--- config.mk ---
export PLATFORM = sky130hd
export DESIGN_NAME = mem_initiator
export DESIGN_NICKNAME = d
export VERILOG_FILES = /design/src/rtl/mem_initiator.sv
export SDC_FILE = /design/constraint.sdc
export NUM_CORES = 1
export LEC_CHECK = 0
export ABC_AREA = 1
export CAP_MARGIN = 30
export CORE_MARGIN = 8
export CORE_UTILIZATION = 44
export CTS_CLUSTER_SIZE = 30
export DETAILED_ROUTE_END_ITERATION = 6
export PLACE_DENSITY = 0.81
export SLEW_MARGIN = 5
export SYNTH_ARGS = -nofsm -noshare
export SYNTH_HDL_FRONTEND = slang
export SYNTH_SLANG_ARGS = --single-unit
--- constraint.sdc ---
create_clock -name clk -period 1.6 [get_ports clk]
set_input_delay 0.16 -clock clk [delete_from_list [all_inputs] [get_ports clk]]
set_output_delay 0.16 -clock clk [all_outputs]
set_load 0.02 [all_outputs]
--- src/rtl/mem_initiator.sv ---
`default_nettype none
// ============================================================================
//  Module   : mem_initiator
//  Brief    : Initiator-side sequencer for a single-port data memory. Accepts
//             single or burst load/store requests over valid/ready, drives
//             the memory pins, and returns read data on a response stream
//             after a fixed settle latency.
//  Config   : define MEMI_BURST_EN to honour req_len (1..16 beats); when it
//             is undefined every request is a single access.
//  Revision : 1.0 - initial release
// ============================================================================
module mem_initiator #(
    parameter int N   = 10,   // address width (memory depth 2^N words)
    parameter int M   = 16,   // data word width
    parameter int LAT = 1     // mem_addr to mem_rdata sampling latency, 1..4
) (
    input  logic         clk,
    input  logic         reset_n,
    input  logic         req_valid,
    output logic         req_ready,
    input  logic         req_we,
    input  logic [N-1:0] req_addr,
    input  logic [M-1:0] req_wdata,
    input  logic [3:0]   req_len,
    output logic         rsp_valid,
    input  logic         rsp_ready,
    output logic [M-1:0] rsp_data,
    output logic         rsp_last,
    output logic         busy,
    output logic [N-1:0] mem_addr,
    output logic         mem_we,
    output logic [M-1:0] mem_wdata,
    input  logic [M-1:0] mem_rdata
);

    typedef enum logic [1:0] {
        IDLE  = 2'd0,
        WRITE = 2'd1,
        RADDR = 2'd2,
        RRESP = 2'd3
    } state_t;

    // Last settle cycle index; LAT is at most 4 so three bits suffice.
    localparam logic [2:0] LAT_LAST = 3'(LAT - 1);
    localparam logic [N-1:0] ADDR_ONE = {{(N-1){1'b0}}, 1'b1};

    state_t         state_q, state_d;
    logic [N-1:0]   addr_q,  addr_d;
    logic           we_q,    we_d;
    logic [M-1:0]   wdata_q, wdata_d;
    logic [2:0]     lat_q,   lat_d;
    logic           rvalid_q, rvalid_d;
    logic [M-1:0]   rdata_q,  rdata_d;
    logic           rlast_q,  rlast_d;
    logic           last_beat;

`ifdef MEMI_BURST_EN
    logic [3:0]     beat_q, beat_d;
    logic [3:0]     len_q,  len_d;

    // Current beat is the final one of the registered burst length.
    assign last_beat = (beat_q == len_q);
`else
    // Without bursts every access is a single beat; req_len is ignored.
    logic           unused_len;
    assign unused_len = ^req_len;
    assign last_beat  = 1'b1;
`endif

    // State and datapath registers; reset drops mem_we asynchronously.
    always_ff @(posedge clk or negedge reset_n) begin
        if (!reset_n) begin
            state_q  <= IDLE;
            addr_q   <= '0;
            we_q     <= 1'b0;
            wdata_q  <= '0;
            lat_q    <= '0;
            rvalid_q <= 1'b0;
            rdata_q  <= '0;
            rlast_q  <= 1'b0;
`ifdef MEMI_BURST_EN
            beat_q   <= '0;
            len_q    <= '0;
`endif
        end else begin
            state_q  <= state_d;
            addr_q   <= addr_d;
            we_q     <= we_d;
            wdata_q  <= wdata_d;
            lat_q    <= lat_d;
            rvalid_q <= rvalid_d;
            rdata_q  <= rdata_d;
            rlast_q  <= rlast_d;
`ifdef MEMI_BURST_EN
            beat_q   <= beat_d;
            len_q    <= len_d;
`endif
        end
    end

    // Next-state and datapath update for the request/beat sequencer.
    always_comb begin
        state_d  = state_q;
        addr_d   = addr_q;
        we_d     = we_q;
        wdata_d  = wdata_q;
        lat_d    = lat_q;
        rvalid_d = rvalid_q;
        rdata_d  = rdata_q;
        rlast_d  = rlast_q;
`ifdef MEMI_BURST_EN
        beat_d   = beat_q;
        len_d    = len_q;
`endif
        case (state_q)
            IDLE: begin
                if (req_valid) begin
                    addr_d = req_addr;
                    lat_d  = '0;
`ifdef MEMI_BURST_EN
                    beat_d = '0;
                    len_d  = req_len;
`endif
                    if (req_we) begin
                        state_d = WRITE;
                        we_d    = 1'b1;
                        wdata_d = req_wdata;
                    end else begin
                        state_d = RADDR;
                    end
                end
            end
            WRITE: begin
                // One beat per cycle; the address wraps modulo 2^N.
                if (last_beat) begin
                    state_d = IDLE;
                    we_d    = 1'b0;
                end else begin
                    addr_d = addr_q + ADDR_ONE;
`ifdef MEMI_BURST_EN
                    beat_d = beat_q + 4'd1;
`endif
                end
            end
            RADDR: begin
                // Hold the address for LAT cycles, then sample the memory.
                if (lat_q == LAT_LAST) begin
                    rdata_d  = mem_rdata;
                    rvalid_d = 1'b1;
                    rlast_d  = last_beat;
                    state_d  = RRESP;
                end else begin
                    lat_d = lat_q + 3'd1;
                end
            end
            RRESP: begin
                // Everything holds until the core takes the beat.
                if (rsp_ready) begin
                    rvalid_d = 1'b0;
                    if (rlast_q) begin
                        state_d = IDLE;
                    end else begin
                        addr_d  = addr_q + ADDR_ONE;
                        lat_d   = '0;
                        state_d = RADDR;
`ifdef MEMI_BURST_EN
                        beat_d  = beat_q + 4'd1;
`endif
                    end
                end
            end
            default: begin
                state_d = IDLE;
            end
        endcase
    end

    assign req_ready = (state_q == IDLE);
    assign busy      = (state_q != IDLE);
    assign mem_addr  = addr_q;
    assign mem_we    = we_q;
    assign mem_wdata = wdata_q;
    assign rsp_valid = rvalid_q;
    assign rsp_data  = rdata_q;
    assign rsp_last  = rlast_q;

endmodule
`default_nettype wire

==> results.sh, run 1 <==
export IMPL_worst_hold_path_num_cells=3
export IMPL_total_count_of_max_transition_violations_in_the_final_report=0
export IMPL_post_synth_main_area_contributors="sky130_fd_sc_hd__dfrtp_1 (50%), sky130_fd_sc_hd__nand2_1 (13%), sky130_fd_sc_hd__mux2_4 (6.0%), sky130_fd_sc_hd__nand2_2 (5.3%), sky130_fd_sc_hd__nor2_1 (3.2%)"
export IMPL_fp_dieArea_um2=8318
export IMPL_buffers_added_on_ports=93
export IMPL_detail_route_drc_violations=0
export IMPL_clock_skew_ns=0.005187
export IMPL_antenna_left=0
export IMPL_register_bit_total_from_synthesis=50
export IMPL_dr_wl_met2_mm=2.922
export IMPL_timing_max_slew_rel_slack_pct=78.65
export IMPL_m1WireLength_mm=2.561
export IMPL_hpwl_mm=4.686
export IMPL_p_leak_nw=1.797
export IMPL_mostFrequentLayoutCell="sky130_fd_sc_hd__nand2_1"
export IMPL_initial_antenna_violation_count=0
export IMPL_ir_worst_vdd_mv=1.048
export IMPL_finalNonFillerCells=442
export IMPL_io_pins=98
export IMPL_total_gr_overflow=0
export IMPL_syn_mean_instance_area_um2=9.427
export IMPL_dr_max_layer_used="met4"
export IMPL_rr_endpoint="mem_wdata[3]"
export IMPL_critical_path_arrival_ns=1.39
export IMPL_detail_route_wl_per_cell_um=13.64
export IMPL_max_freq_mhz=646.5
export IMPL_setup_tns_ns=0
export IMPL_grt_max_degree=26
export IMPL_cts_buffers_inserted=5
export IMPL_clock_tree_from_tritoncts="built"
export IMPL_routed_wire_length_on_met3_um=492
export IMPL_worstRegToRegCells=4
export IMPL_tightest_slew_ns=0.3202
export IMPL_dieHeight_um=91.21
export IMPL_cts_clk_slew_worst_paths_ns=0.09
export IMPL_synth_top_cell_by_area="sky130_fd_sc_hd__dfrtp_1"
export IMPL_hold_violations=0
export IMPL_grt_pass1_vias=2095
export IMPL_synth_top_area_share_pct=50.28
export IMPL_worst_hold_startpoint="mem_rdata[15]"
export IMPL_finalWirelength_mm=6.031
export IMPL_worstHoldPathType="input pin to register"
export IMPL_layout_drive_gt1_share_pct=18.65
export IMPL_global_route_wire_length_before_repair_mm=10.07
export IMPL_worst_ep_required_time_ns=1.44
export IMPL_synth_net_count=318
export IMPL_worstSetupEndpointType="output port"
export IMPL_numPlacedInstances=432
export IMPL_groute_usage_overall_pct=14.61
export IMPL_ctsRootBufferMaster="sky130_fd_sc_hd__clkbuf_8"
export IMPL_synth_seq_area_share_pct=50.28
export IMPL_area_growth_pct=45.75
export IMPL_via_count=2035
export IMPL_crit_path_start_kind="register"
export IMPL_post_route_util_pct=66.28
export IMPL_synth_cells=264
export IMPL_min_tclk_post_route_ns=1.547
export IMPL_antenna_cells_inserted=0
export IMPL_criticalPathCategory="register to output port"
export IMPL_ys_warnings_count=0
export IMPL_outcome="finished clean"
export IMPL_drt_vias_per_instance=4.604
export IMPL_globalplace_congestion=0.8030
export IMPL_rsz0062_at_grt="false"
export IMPL_num_nets_final=423
export IMPL_most_common_layout_cells="sky130_fd_sc_hd__nand2_1 (88), sky130_fd_sc_hd__clkdlybuf4s50_1 (87), sky130_fd_sc_hd__dfrtp_1 (50)"
export IMPL_synth_cell_area_um2=2489
export IMPL_cp_max_fo=4
export IMPL_max_clock_path_buffers=2
export IMPL_period_share_pct=96.67
export IMPL_synth_distinct_cells=30
export IMPL_setup_viol=0
export IMPL_timing_rr_start="state_q[1]"
export IMPL_power_density_nw_per_um2=2012
export IMPL_die_width_um=91.21
export IMPL_floorplan_rows=27
export IMPL_core_um2=5473
export IMPL_detailedRoute_firstPassIterationCount=4
export IMPL_drt_initial_drc_count=47
export IMPL_cts_max_level=2
export IMPL_cap_viol_max_count=0
export IMPL_worst_hold_path_endpoint="rsp_data[15]"
export IMPL_clock_sink_count=50
export IMPL_initial_utilization_pct=45.47
export IMPL_worst_skew_pair_late_latency_ns=0.29
export IMPL_ff2ff_setup_slack_ns=0.08
## through the flow
step	hold slack [ns]	setup WS [ns]	instance area, um2	total power [mW]
2_1_floorplan	-0.1356	0.1111	2489	4.925
3_3_place_gp	0.1805	0.08614	3493	6.458
3_5_place_dp	0.1910	0.06939	3493	6.562
4_1_cts	0.3913	0.005474	3592	7.321
5_1_grt	0.3870	0.004519	3627	7.852
6_report	0.3960	0.05323	3627	7.297
## power by group
group	total, mW	switching (mW)	leakage [nW]	internal, mW
Combinational	4.20	2.22	1.14	1.98
Clock	0.744	0.394	0.0482	0.350
Sequential	2.35	0.491	0.608	1.86
Total	7.30	3.11	1.80	4.19
## metal layers
metal | vias to the layer above | track usage [%]
met1 | 929 | 17.20
li1 | 1031 | -
met5 | - | 0
met4 | 0 | 3.547
met2 | 69 | 24.12
met3 | 6 | 6.091
## registers in the layout, indices dropped and copies added, names as in the netlist
name       flops
lat_q          3
rsp_valid      1
mem_wdata     16
mem_addr      10
rsp_last       1
rsp_data      16
mem_we         1
state_q        2
## cell type report
type                       count  area, um2
fill                         481       1846
multi-input combinational    187       1077
timing repair buffer         104       1028
tap                           72      90.09
inverter                      21      88.84
sequential                    50       1251
clock buffer                   7      86.33
clock inverter                 1      5.005
## worst max-delay path, cell delays in order (launching register included)
cell and delay, ns:
sky130_fd_sc_hd__dfrtp_1 0.47, sky130_fd_sc_hd__nor2_4 0.18, sky130_fd_sc_hd__inv_1 0.10, sky130_fd_sc_hd__dlygate4sd2_1 0.34
## worst max path at each step
stage	startpoint	end	depth (start not counted)
floorplan	state_q[1]	mem_addr[2]	7
global placement	req_valid	mem_wdata[8]	3
detailed placement	req_valid	mem_wdata[7]	3
CTS	state_q[0]	busy	3
global route	state_q[1]	busy	3
finish	state_q[1]	busy	3
## logic make-up (layout without fill, tap and decap cells)
logic type      count (synthesis)  after routing  share of synthesized area, %
simple gates                  151            151                         28.56
flops                          50             50                         50.28
buf+inv                        27            133                         6.637
mux                            17             17                         9.150
compound gates                 14             14                         3.167
fa+ha+maj                       3              3                         1.508
xor+xnor                        2              2                        0.7040
## cell usage after synthesis
library cell,instances
sky130_fd_sc_hd__nor2_2,1
sky130_fd_sc_hd__mux2i_1,1
sky130_fd_sc_hd__nor2_1,21
sky130_fd_sc_hd__nand4_1,1
sky130_fd_sc_hd__ha_1,3
sky130_fd_sc_hd__nand2_8,1
sky130_fd_sc_hd__nand2_1,88
sky130_fd_sc_hd__mux2_2,6
sky130_fd_sc_hd__buf_2,1
sky130_fd_sc_hd__nor2_4,1
sky130_fd_sc_hd__inv_2,2
sky130_fd_sc_hd__dfrtp_1,50
sky130_fd_sc_hd__xor2_1,2
sky130_fd_sc_hd__nand2_4,3
sky130_fd_sc_hd__nand3b_1,2
sky130_fd_sc_hd__a21oi_1,5
sky130_fd_sc_hd__inv_4,1
sky130_fd_sc_hd__clkinv_4,1
sky130_fd_sc_hd__buf_12,2
sky130_fd_sc_hd__o21ai_0,5
sky130_fd_sc_hd__nand3_4,1
sky130_fd_sc_hd__nand3_2,1
sky130_fd_sc_hd__buf_6,3
sky130_fd_sc_hd__nand3_1,10
sky130_fd_sc_hd__nand2_2,21
sky130_fd_sc_hd__inv_1,17
sky130_fd_sc_hd__o21ai_2,2
sky130_fd_sc_hd__mux2_4,10
sky130_fd_sc_hd__a31oi_1,1
sky130_fd_sc_hd__o21ai_1,1
## timing repair
| action | CTS | global route |
|---|---|---|
| pin swaps | 1 | 1 |
| hold endpoints to repair | 50 | 0 |
| hold buffers | 1 | 0 |
| resized for setup | 2 | 6 |
| setup buffers | 0 | 1 |
| setup endpoints to repair | 2 | 20 |
Note: power is estimated with default switching activity, not from simulation.
==> inputs of run 2 (changes only) <==
- ABC_CLOCK_PERIOD_IN_PS: unset -> 1600
==> results of run 2 <==
Final layout, timing and power as in run 1 (identical DEF).
